`config.mk`:
```
export PLATFORM = sky130hd
export DESIGN_NAME = marie_ctrl_seq
export DESIGN_NICKNAME = d
export VERILOG_FILES = /design/src/rtl/marie_ctrl_seq.sv
export SDC_FILE = /design/constraint.sdc
export NUM_CORES = 1
export LEC_CHECK = 0
export ABC_AREA = 1
export CORE_MARGIN = 2
export CORE_UTILIZATION = 37
export CTS_CLUSTER_SIZE = 14
export DETAILED_ROUTE_END_ITERATION = 10
export PLACE_DENSITY = 0.88
export SLEW_MARGIN = 10
export SYNTH_ARGS = -nofsm -noshare
export SYNTH_HDL_FRONTEND = slang
export SYNTH_SLANG_ARGS = --single-unit
```
`constraint.sdc`:
```
create_clock -name clk -period 1.5 [get_ports clk]
set_clock_uncertainty 0.2 [all_clocks]
set_input_delay 0.15 -clock clk [delete_from_list [all_inputs] [get_ports clk]]
set_output_delay 0.15 -clock clk [all_outputs]
set_load 0.03 [all_outputs]
```
`src/rtl/marie_ctrl_seq.sv`:
```
// MARIE control sequencer: fetch/decode/execute FSM driving register CE strobes,
// the shared-bus source select, the INPUT/OUTPUT handshakes and HALT.
module marie_ctrl_seq (
  input  logic       clk,
  input  logic       rst_n,
  input  logic       run,
  input  logic [3:0] ir_op,
  input  logic [1:0] ir_cond,
  input  logic       ac_neg,
  input  logic       ac_zero,
  input  logic       ac_pos,
  input  logic       in_valid,
  input  logic       out_ready,
  output logic [2:0] bus_sel,
  output logic       ld_mar,
  output logic       ld_pc,
  output logic       ld_ir,
  output logic       ld_mbr,
  output logic       ld_ac,
  output logic       ld_out,
  output logic       inc_pc,
  output logic       clr_ac,
  output logic [1:0] alu_op,
  output logic       mem_wr,
  output logic       in_ack,
  output logic       halted
);

  typedef enum logic [2:0] {
    S_IDLE, S_F0, S_F1, S_D0, S_E0, S_E1, S_HALT
  } state_t;

  localparam logic [3:0] OP_LOAD  = 4'h1;
  localparam logic [3:0] OP_STORE = 4'h2;
  localparam logic [3:0] OP_ADD   = 4'h3;
  localparam logic [3:0] OP_SUBT  = 4'h4;
  localparam logic [3:0] OP_INPUT = 4'h5;
  localparam logic [3:0] OP_OUTPT = 4'h6;
  localparam logic [3:0] OP_HALT  = 4'h7;
  localparam logic [3:0] OP_SKIP  = 4'h8;
  localparam logic [3:0] OP_JUMP  = 4'h9;
  localparam logic [3:0] OP_CLEAR = 4'hA;

  localparam logic [2:0] BUS_NONE = 3'b000;
  localparam logic [2:0] BUS_PC   = 3'b001;
  localparam logic [2:0] BUS_IR   = 3'b010;
  localparam logic [2:0] BUS_MEM  = 3'b011;
  localparam logic [2:0] BUS_MBR  = 3'b100;
  localparam logic [2:0] BUS_AC   = 3'b101;
  localparam logic [2:0] BUS_IN   = 3'b110;

  localparam logic [1:0] ALU_PASS = 2'b00;
  localparam logic [1:0] ALU_ADD  = 2'b01;
  localparam logic [1:0] ALU_SUB  = 2'b10;

  state_t state, state_nx;

  function automatic logic skip_taken(input logic [1:0] cond, input logic neg,
                                      input logic zero, input logic pos);
    case (cond)
      2'b00:   skip_taken = neg;
      2'b01:   skip_taken = zero;
      2'b10:   skip_taken = pos;
      default: skip_taken = 1'b0;
    endcase
  endfunction

  always_ff @(posedge clk) begin
    if (!rst_n) state <= S_IDLE;
    else        state <= state_nx;
  end

  always_comb begin
    state_nx = state;
    case (state)
      S_IDLE: if (run) state_nx = S_F0;
      S_F0:   state_nx = S_F1;
      S_F1:   state_nx = S_D0;
      S_D0:   state_nx = S_E0;
      S_E0: begin
        case (ir_op)
          OP_LOAD, OP_STORE, OP_ADD, OP_SUBT: state_nx = S_E1;
          OP_INPUT: if (in_valid)  state_nx = S_F0;
          OP_OUTPT: if (out_ready) state_nx = S_F0;
          OP_HALT:  state_nx = S_HALT;
          default:  state_nx = S_F0;
        endcase
      end
      S_E1:    state_nx = S_F0;
      S_HALT:  state_nx = S_HALT;
      default: state_nx = S_IDLE;
    endcase
  end

  always_comb begin
    bus_sel = BUS_NONE;
    ld_mar  = 1'b0;
    ld_pc   = 1'b0;
    ld_ir   = 1'b0;
    ld_mbr  = 1'b0;
    ld_ac   = 1'b0;
    ld_out  = 1'b0;
    inc_pc  = 1'b0;
    clr_ac  = 1'b0;
    alu_op  = ALU_PASS;
    mem_wr  = 1'b0;
    in_ack  = 1'b0;
    halted  = 1'b0;
    case (state)
      S_F0: begin bus_sel = BUS_PC;  ld_mar = 1'b1; end
      S_F1: begin bus_sel = BUS_MEM; ld_ir = 1'b1; inc_pc = 1'b1; end
      S_D0: begin bus_sel = BUS_IR;  ld_mar = 1'b1; end
      S_E0: begin
        case (ir_op)
          OP_LOAD, OP_ADD, OP_SUBT: begin bus_sel = BUS_MEM; ld_mbr = 1'b1; end
          OP_STORE: begin bus_sel = BUS_AC; ld_mbr = 1'b1; end
          OP_INPUT: if (in_valid) begin
            bus_sel = BUS_IN;
            ld_ac   = 1'b1;
            in_ack  = 1'b1;
          end
          OP_OUTPT: if (out_ready) begin bus_sel = BUS_AC; ld_out = 1'b1; end
          OP_SKIP:  inc_pc = skip_taken(ir_cond, ac_neg, ac_zero, ac_pos);
          OP_JUMP:  begin bus_sel = BUS_IR; ld_pc = 1'b1; end
          OP_CLEAR: clr_ac = 1'b1;
          default: ;
        endcase
      end
      S_E1: begin
        case (ir_op)
          OP_LOAD:  begin bus_sel = BUS_MBR; ld_ac = 1'b1; alu_op = ALU_PASS; end
          OP_ADD:   begin bus_sel = BUS_MBR; ld_ac = 1'b1; alu_op = ALU_ADD;  end
          OP_SUBT:  begin bus_sel = BUS_MBR; ld_ac = 1'b1; alu_op = ALU_SUB;  end
          OP_STORE: mem_wr = 1'b1;
          default: ;
        endcase
      end
      S_HALT:  halted = 1'b1;
      default: ;
    endcase
  end

endmodule

```
# Word level (Yosys, flattened, before mapping)
# Cells that the tools add are included.
# word_totals
romBits	0
memories	0
output_inout_bits	16
register_bits	3
elab_cells	62
input_bits	14
ram_bits	0
latchBits	0
# op_classes
bitwise_logic	0
add_sub_neg	0
eq_ne	21
multipliers	0
muxes	34
shift	0
div_mod_pow	0
reduce_logical	6
n_lt_le_gt_ge	0
# op_table
cell	count
3-bit one-hot mux with 5 select lines	2
3-bit one-hot mux with 7 select lines	1
1-bit 2-to-1 mux	19
3-bit 2-to-1 mux	6
4-bit by 3-bit equality test with 1-bit output, second input constant	4
4-bit equality test, second input constant	3
3-bit one-hot mux with 4 select lines	1
3-bit equality test, second input constant	3
4-bit by 2-bit equality test with 1-bit output, second input constant	2
3-bit by 2-bit equality test with 1-bit output, second input constant	2
3-bit != test, second input constant	2
4-bit by 1-bit equality test with 1-bit output, second input constant	1
1-bit one-hot mux with 2 select lines	2
2-bit one-hot mux with 2 select lines	1
4-bit OR reduction	1
3-bit by 1-bit equality test with 1-bit output, second input constant	1
3-bit zero test	1
1-bit one-hot mux with 3 select lines	1
3-bit AND reduction	1
3-bit OR reduction	1
2-bit by 1-bit equality test with 1-bit output, second input constant	1
2-bit equality test, second input constant	1
2-bit zero test	1
2-bit 2-to-1 mux	1
2 further kinds	2

# Logic depth before layout (Yosys ltp)
# Gate-level depths: netlist of the first run.
# depth
ltp_word	4
mapped_depth	9
mapped_depth_nobuf	9

# Least setup slack after synthesis of the first run
# OpenSTA, ideal clock, no wires.
# synth_path
kind	flip-flop to output port
from	reg state[2]
to	out ld_out
path_slack_ps	-376
stages_incl_launch_ff	3
t_required_ps	1150
t_arrival_ps	1526
path_cell_list	dfxtp_1 > nand3_4 > nor4_1
# synth_via
elab_chain_cells	2
# synth_rtl
element	line_no	rtl
from (decl)	56	state_t state, state_nx;
from (signal assigned)	70	else state <= state_nx;
3-bit equality test	109	case (state)
1-bit 2-to-1 mux	109	
to (decl)	20	output logic ld_out,
# No other way between the ends.

# Worst setup path after layout of the first run
# layout_path
from	in out_ready
to	out bus_sel[0]
# layout_via
elab_chain_cells	3
# layout_rtl
element	line_no	rtl
from (decl)	13	input logic out_ready,
3-bit 2-to-1 mux	122	OP_OUTPT: if (out_ready) begin bus_sel = BUS_AC; ld_out = 1'b1; end
3-bit one-hot mux with 5 select lines	114	case (ir_op)
3-bit one-hot mux with 5 select lines	109	
to (decl)	14	output logic [2:0] bus_sel,
# No other way between the ends.

==> qor.yml, run 1 <==
vias: 1045
place_area_um2: 958
antenna_found_initial: 0
tightestPinTransition_ns: 0.468
grt_overflow: 0
regToRegEndpoint: "state[1]"
peakVddDrop_mv: 0.552
grt_max_degree: 8
cts_made_buffers: 3
synth_edf_count: 0
yosys_warnings: 0
finalHoldViolCount: 0
routed_via_density: 6.01
final_cell_mix: "29 x buf_4, 13 x nand2_1, 13 x buf_6, 11 x nor2_4, 10 x nor2_1"
firstDrtPassIters: 4
hpwl_mm: 1.52
grt_pass1_wl_mm: 4.00
maxCapViolations: 0
fin_crit_sh: 1.16
stdcell_area_um2: 1290
fmax_ghz: 0.574
io_buffers: 29
start_util: 0.406
wl_per_cell_um: 20.6
status: "finished, violations left"
path_class: "input pin to output pin"
yosysSeqAreaShare: 0.110
top_regs: "state x3"
grt_usage: 0.289
async_flop_share: 0
final_common_cell: "buf_4"
violations: "setup timing"
insertion_delay_ns: 0.25
timing.final.ws_setup_ns: -0.242
ioPinCount: 30
final.min_clock_period_ns: 1.74
yosysUniqueCellTypes: 24
clkPwrFrac: 0.221
syn_area_um2: 548
rsz0062_at_grt: "yes"
reg2regPathDepth: 7
hold_path.class: "input pin to flop"
synth_top_area_cell: "nor2_1"
startpoint: "out_ready"
fillers: 35
worstPathMaxFanout: 2
syn_to_final_growth_pct: 136
synth-seq-cells: 3
place_congestion: 0.860
yosys-top-cells-area: "nor2_1 16%, nand2_1 16%, dfxtp_1 11%, inv_1 6.2%, nor2_2 5.7%"
p_comb_frac: 0.631
seqCellArea_um2: 68.8
rr_startpoint: "state[2]"
seqPwrFrac: 0.148
arrival_ns: 1.39
relSlewSlack: 0.685
drive_gt1_frac: 0.686
cts_tree: "yes"
r2r_slack_ns: -0.17
p_leak_uw: 0.000602
crit_path_end_kind: "output pin"
power.switching_uw: 346
grt_pass1_vias: 932
startpoint_type: "input pin"
powerDensity_nw_per_um2: 565
die_w_um: 42.5
dieArea_um2: 1800
multiInputGateArea_um2: 616
clockBufferDepth: 2
top_register: "state"
setup_viol: 17
synth_cells: 100
first_iter_violations: 70
required_ns: 1.15
internal-power_uw: 384
antenna_cells: 0
num_rows: 13
nets: 176
fin_setup_tns_ns: -2.39
wl_mm: 3.59
drv_slew: 0
syn_area_per_cell_um2: 5.48
drc_errors: 0
clk_pin_slew_ns: 0.05
ant_nets: 0
crit_path_end: "bus_sel[0]"
syn-num-nets: 116
cts_hold_buf: 0
coreArea_um2: 1350
h-tree-depth: 1
p_total_uw: 730
root_buffer: "clkbuf_4"
dieHeight_um: 42.5
switching_share: 0.474
synth_top_area_frac: 0.164
cts.sinks: 3
ys.flop_type: "dfxtp_1"
largest_register_ff_count: 3
-- synthesized netlist by cell type (2+ instances only) --
library cell and number:
nor2_1 24, nand2_1 23, inv_1 9, inv_2 8, nor2_2 5, nor3_1 4
dfxtp_1 3, nand3_1 3, a21oi_1 2, ha_1 2, nand2_2 2, o211ai_1 2
o21ai_1 2
-- logic make-up (layout without fill, tap and decap cells) --
| kind of cell | Yosys count | count (layout) | share of synthesized area |
|---|---|---|---|
| AO/OA/AOI/OAI | 9 | 9 | 0.126 |
| adder cells (fa/ha/maj) | 2 | 2 | 0.0457 |
| buffers and inverters | 19 | 78 | 0.139 |
| flip-flops | 3 | 3 | 0.110 |
| AND/OR/NAND/NOR | 67 | 67 | 0.580 |
-- power groups by stage --
stage,Clock [uW],Sequential [uW],Combinational [uW]
6_report,162,108,460
5_1_grt,170,108,476
4_1_cts,142,105,352
3_5_place_dp,0,102,296
3_3_place_gp,0,101,288
2_1_floorplan,0,104,162
-- layer usage --
layer | global-route usage | routed length, um
met1 | 0.309 | 1280
met4 | 0.131 | 296
met5 | 0 | 0
met2 | 0.545 | 1710
met3 | 0.0431 | 303
-- repair_timing --
action                                  CTS  global route
gates resized for setup                  51            31
endpoints found under the setup margin   16            16
hold endpoints to repair                  0             0
pin swaps                                 6             8
buffers inserted                          4             6
gates cloned                              0             0
-- through the flow --
stage               hold WS (ns)  std cells  utilization  setup slack (ns)
finish                     0.363        174        0.957            -0.242
global route               0.350        174        0.957            -0.278
CTS                        0.304        168        0.854            -0.170
detailed placement         0.499        160        0.710            -0.414
global placement           0.490        160        0.710            -0.353
floorplan                 0.0849        100            -            -0.241
-- worst min path at each step --
stage              from        to  slack [ns]  cells after the start
2_1_floorplan     rst_n  state[1]        0.08                      2
3_3_place_gp   state[0]  state[0]        0.49                      4
3_5_place_dp   state[1]  state[0]        0.50                      5
4_1_cts           rst_n  state[1]        0.30                      3
5_1_grt           rst_n  state[2]        0.35                      3
6_report          rst_n  state[2]        0.36                      3
-- layout make-up --
| cell class | count | area share |
|---|---|---|
| inverters | 19 | 0.0668 |
| multi-input cells | 78 | 0.476 |
| clock buffers | 4 | 0.0203 |
| repair buffers | 55 | 0.369 |
| well taps | 15 | 0.0145 |
| flip-flops and latches | 3 | 0.0532 |
-- worst max-delay path: stages --
cell and delay, ns:
clkdlybuf4s50_1 0.44, o211ai_1 0.30, nand2_1 0.15, a21oi_2 0.18, nor2_2 0.05, buf_6 0.13
No activity file was read; power rests on OpenSTA's default activity.
==> inputs of run 2 (changes only) <==
--- a/config.mk
+++ b/config.mk
@@ -8,9 +8,11 @@
 export ABC_AREA = 1
 export CORE_MARGIN = 2
 export CORE_UTILIZATION = 37
+export CTS_CLUSTER_DIAMETER = 60
 export CTS_CLUSTER_SIZE = 14
 export DETAILED_ROUTE_END_ITERATION = 10
 export PLACE_DENSITY = 0.88
+export REMOVE_ABC_BUFFERS = 1
 export SLEW_MARGIN = 10
 export SYNTH_ARGS = -nofsm -noshare
 export SYNTH_HDL_FRONTEND = slang
==> qor.yml, run 2 (synthesis results as in run 1) <==
status: "finished, violations left"
violations: "setup timing"
critical_path.cell_chain: "inv_4 -> nand3_4 -> clkinv_4 -> nand3_4 -> nand2_2 -> nor2_2 -> nor2_1 -> buf_4"
final_cell_mix: "27 x buf_4, 16 x buf_6, 14 x nand2_1, 13 x nor2_1, 11 x nor2_4"
maxCapViolations: 0  # unchanged
dieHeight_um: 42.5  # unchanged
grt_max_degree: 8  # unchanged
finalHoldViolCount: 0  # unchanged
grt_usage: 0.283  # -0.00640
relSlewSlack: 0.756  # +0.0702
antenna_cells: 0  # unchanged
rr_startpoint: "state[0]"
tightestPinTransition_ns: 0.364  # -0.105 ns
required_ns: 1.15  # about the same
whs_ns: 0.292  # -0.0716 ns
place_congestion: 0.866  # +0.69%
path_buf_inv: 3  # +1
nets: 177  # +0.57%
clk_pin_slew_ns: 0.04  # about the same
path_class: "flop to output pin"
startpoint_type: "flop"
worstPathMaxFanout: 5  # +3
hp-start: "ir_op[1]"
hpwl_mm: 1.42  # -6.8%
fin_crit_sh: 1.17  # +0.0116
seqCellArea_um2: 68.8  # unchanged
largest_register_ff_count: 3  # unchanged
powerDensity_nw_per_um2: 545  # -3.4%
crit_path_frequent_cell: "nand3_4"
arrival_ns: 1.41  # +0.02 ns
top_regs: "state x3"
fillers: 29  # -17%
vias: 1047  # +0.19%
final_core_util: 0.965  # +0.00741
path_delay_family: "simple AND/OR/NAND/NOR gates"
firstDrtPassIters: 4  # unchanged
timing.final.ws_setup_ns: -0.259  # -0.0173 ns
setup_viol: 17  # unchanged
slowest_delay_ns: 0.37  # -0.07 ns
wl_mm: 3.55  # -1.1%
num_rows: 13  # unchanged
final.min_clock_period_ns: 1.76  # +0.0173 ns
rsz0062_at_grt: "yes"
whs_endpoint: "state[1]"
cts_hold_buf: 0  # unchanged
die_w_um: 42.5  # unchanged
cts_made_buffers: 3  # unchanged
p_leak_uw: 0.000635  # +5.5%
antenna_found_initial: 0  # unchanged
coreArea_um2: 1350  # unchanged
drc_errors: 0  # unchanged
start_util: 0.406  # unchanged
h-tree-depth: 1  # unchanged
grt_pass1_wl_mm: 3.91  # -2.3%
ant_nets: 0  # unchanged
root_buffer: "clkbuf_4"
cts_tree: "yes"
reg2regPathDepth: 7  # unchanged
top_register: "state"
drv_slew: 0  # unchanged
peakVddDrop_mv: 0.696  # +26%
insertion_delay_ns: 0.24  # about the same
crit_path_end_kind: "output pin"
wl_per_cell_um: 20.3  # -1.7%
drive_gt1_frac: 0.656  # -0.0293
fmax_ghz: 0.568  # -0.99%
hold_depth: 5  # +2
grt_pass1_vias: 884  # -5.2%
post-place-ws_ns: -0.373  # +0.0406 ns
first_iter_violations: 55  # -21%
ioPinCount: 30  # unchanged
final_common_cell: "buf_4"
r2r_slack_ns: -0.07  # +0.10 ns
multiInputGateArea_um2: 603  # -2.0%
hold_path.class: "input pin to flop"
routed_via_density: 5.98  # -0.38%
crit_slowest_cell: "dfxtp_4"
cts.sinks: 3  # unchanged
regToRegEndpoint: "state[2]"
grt_overflow: 0  # unchanged
io_buffers: 29  # unchanged
clockBufferDepth: 2  # unchanged
syn_to_final_growth_pct: 138
dieArea_um2: 1800  # unchanged
[run 2: repair_timing]
action / CTS / global route
pin swaps: 18 / 8
setup endpoints to repair: 16 / 16
cloned: 0 / 0
resized for setup: 67 / 25
setup buffers: 10 / 3
[run 2: power breakdown]
group | switching, uW | internal [uW]
Sequential | 18.4 | 90.6
Clock | 47.7 | 100
Combinational | 262 | 191
Total | 328 | 382
[run 2: layer usage]
metal / vias to the layer above / track usage / wire (um)
met3: 36 / 0.0345 / 340
met1: 469 / 0.327 / 1280
met2: 105 / 0.508 / 1680
li1: 437 / - / -
met5: - / 0 / 0
met4: 0 / 0.131 / 248
[run 2: per-stage QoR]
step	cells	setup TNS [ns]	power (uW)	area [um2]
2_1_floorplan	100	-1.90	257	548
3_3_place_gp	158	-3.41	377	922
3_5_place_dp	158	-3.90	384	922
4_1_cts	172	-1.09	620	1210
5_1_grt	175	-2.64	736	1300
6_report	175	-2.02	710	1300
[run 2: worst max-delay path by stage]
stage	slack [ns]	to	startpoint	cells after the start
2_1_floorplan	-0.38	ld_out	state[2]	2
3_3_place_gp	-0.32	bus_sel[1]	ir_op[0]	8
3_5_place_dp	-0.37	bus_sel[1]	ir_op[0]	8
6_report	-0.26	bus_sel[2]	state[0]	8
5_1_grt	-0.32	bus_sel[2]	state[2]	7
4_1_cts	-0.15	bus_sel[1]	state[1]	6
[run 2: final cells by class]
cell class / count / area share
Multi-Input combinational cell: 78 / 0.463
Timing Repair Buffer: 56 / 0.383
Inverter: 19 / 0.0663
Sequential cell: 3 / 0.0528
Clock buffer: 4 / 0.0202
Tap cell: 15 / 0.0144
[run 2: tightest hold or removal path: stages]
cell and delay [ns]:
clkbuf_2 0.13, nand4_1 0.15, nor2_2 0.06, nor3_1 0.14, nor2_1 0.06
==> inputs of run 3 (changes only) <==
--- a/config.mk
+++ b/config.mk
@@ -6,7 +6,6 @@
 export NUM_CORES = 1
 export LEC_CHECK = 0
 export ABC_AREA = 1
-export CORE_MARGIN = 2
 export CORE_UTILIZATION = 37
 export CTS_CLUSTER_DIAMETER = 60
 export CTS_CLUSTER_SIZE = 14
==> qor.yml, run 3 (synthesis results as in run 1) <==
fillers: 51  # +76%
path_class: "input pin to output pin"
fin_crit_sh: 1.18  # +0.00656
startpoint_type: "input pin"
power.switching_uw: 329  # +0.21%
violations: "setup timing"
routed_via_density: 5.95  # -0.59%
hold_path.class: "input pin to flop"
final_common_cell: "buf_4"
antenna_cells: 0  # unchanged
crit_path_end_kind: "output pin"
maxCapViolations: 0  # unchanged
status: "finished, violations left"
crit_slowest_cell: "clkdlybuf4s15_1"
seqPwrFrac: 0.160  # +0.007
cts_made_buffers: 3  # unchanged
firstDrtPassIters: 5  # +1
syn_to_final_growth_pct: 126
drive_gt1_frac: 0.611  # -0.0448
path_buf_inv: 3  # unchanged
arrival_ns: 1.42  # about the same
required_ns: 1.15  # about the same
p_leak_uw: 0.000608  # -4.2%
top_regs: "state x3"
powerDensity_nw_per_um2: 568  # +4.2%
final_core_util: 0.928  # -0.0370
ant_nets: 0  # unchanged
drv_slew: 0  # unchanged
drc_errors: 0  # unchanged
setup_viol: 16  # -1
top_register: "state"
grt_pass1_vias: 779  # -12%
coreArea_um2: 1330  # -1.2%
antenna_found_initial: 0  # unchanged
start_util: 0.411  # +0.00495
cts_tree: "yes"
slowest_delay_ns: 0.31  # -0.06 ns
timing.final.ws_setup_ns: -0.269  # -0.00983 ns
relSlewSlack: 0.760  # +0.00475
finalHoldViolCount: 0  # unchanged
vias: 1023  # -2.3%
internal-power_uw: 374  # -2.1%
fmax_ghz: 0.565  # -0.56%
nets: 174  # -1.7%
ioPinCount: 30  # unchanged
switching_share: 0.468  # +0.00580
final_cell_mix: "27 x buf_4, 15 x nand2_1, 15 x nor2_1, 13 x buf_6"
path_delay_family: "buffers and inverters"
largest_register_ff_count: 3  # unchanged
die_w_um: 40.5  # -4.7%
first_iter_violations: 88  # +60%
clkPwrFrac: 0.228  # +0.020
cts.sinks: 3  # unchanged
grt_max_degree: 8  # unchanged
root_buffer: "clkbuf_4"
h-tree-depth: 1  # unchanged
dieArea_um2: 1640  # -9.2%
grt_overflow: 0  # unchanged
tightestPinTransition_ns: 0.358  # -0.00564 ns
wl_per_cell_um: 19.4  # -4.5%
fin_setup_tns_ns: -2.12  # -0.0968 ns
rsz0062_at_grt: "yes"
post-place-ws_ns: -0.340  # +0.0328 ns
clockBufferDepth: 2  # unchanged
insertion_delay_ns: 0.25  # about the same
worstPathMaxFanout: 4  # -1
place_congestion: 0.855  # -1.3%
hpwl_mm: 1.50  # +5.7%
grt_usage: 0.293  # +0.0103
clk_pin_slew_ns: 0.06  # +0.02 ns
num_rows: 13  # unchanged
dieHeight_um: 40.5  # -4.7%
peakVddDrop_mv: 0.628  # -9.7%
critical_path.cell_chain: "clkdlybuf4s15_1 -> inv_2 -> nand2_1 -> nor2_2 -> nor2_1 -> nand2_1 -> a21oi_1 -> nor2_1 -> buf_4"
cts_hold_buf: 0  # unchanged
wl_mm: 3.33  # -6.1%
p_comb_frac: 0.612  # -0.026
final.min_clock_period_ns: 1.77  # +0.00983 ns
io_buffers: 29  # unchanged
grt_pass1_wl_mm: 3.21  # -18%
## run 3: changes by cell type in the layout (fill, tap and decap cells not counted), sizes merged
cell           previous run  this run
clkdlybuf4s50             6         8
clkinv                    1         2
clkdlybuf4s15             1         3
dlygate4sd2               4         1
buf                      44        40
inv                      18        17
## run 3: power groups by stage
stage               Clock (uW)  Combinational, uW  Sequential (uW)
finish                     160                430              112
global route               175                451              113
CTS                        144                344              106
detailed placement           0                281              102
global placement             0                272              101
floorplan                    0                153              104
## run 3: path summary, 6_finish.rpt
kind / startpoint / end / slack [ns] / cells after the start
worst min register to register: state[2] / state[0] / 0.53 / 3
worst min-delay path: ir_op[1] / state[1] / 0.26 / 5
worst max-delay path: ir_op[2] / bus_sel[0] / -0.27 / 9
worst max register to register: state[1] / state[2] / -0.17 / 10
## run 3: area by class of cell
cell class / instances / area (um2) / area share
multi-input combinational: 78 / 558 / 0.451
inverter: 19 / 88.8 / 0.0718
tap: 15 / 18.8 / 0.0152
clock buffer: 4 / 26.3 / 0.0212
timing repair buffer: 53 / 474 / 0.383
sequential: 3 / 71.3 / 0.0576
## run 3: stage by stage
step | hold slack (ns) | cell area, um2 | power, uW | std cells
finish | 0.261 | 1240 | 703 | 172
global route | 0.278 | 1240 | 738 | 172
CTS | 0.320 | 1130 | 594 | 170
detailed placement | 0.526 | 915 | 383 | 157
global placement | 0.498 | 915 | 373 | 157
floorplan | 0.0849 | 548 | 257 | 100
## run 3: metal layers
metal  vias to the layer above  wire (um)  GRT usage
li1                        428          -          -
met1                       461       1120      0.344
met2                       108       1620      0.540
met3                        26        415     0.0667
met4                         0        168     0.0417
met5                         -          0          0
## run 3: what timing repair did
| item | 4_1_cts | 5_1_grt |
|---|---|---|
| buffers inserted | 9 | 2 |
| gates resized for setup | 45 | 29 |
| endpoints found under the setup margin | 16 | 16 |
| endpoints found under the hold margin | 0 | 0 |
| pin swaps | 18 | 8 |
## run 3: tightest hold or removal path: stages
cell and delay (ns):
clkbuf_2 0.12, nand4_1 0.15, nor2_2 0.05, nor3_1 0.14, nor2_1 0.06
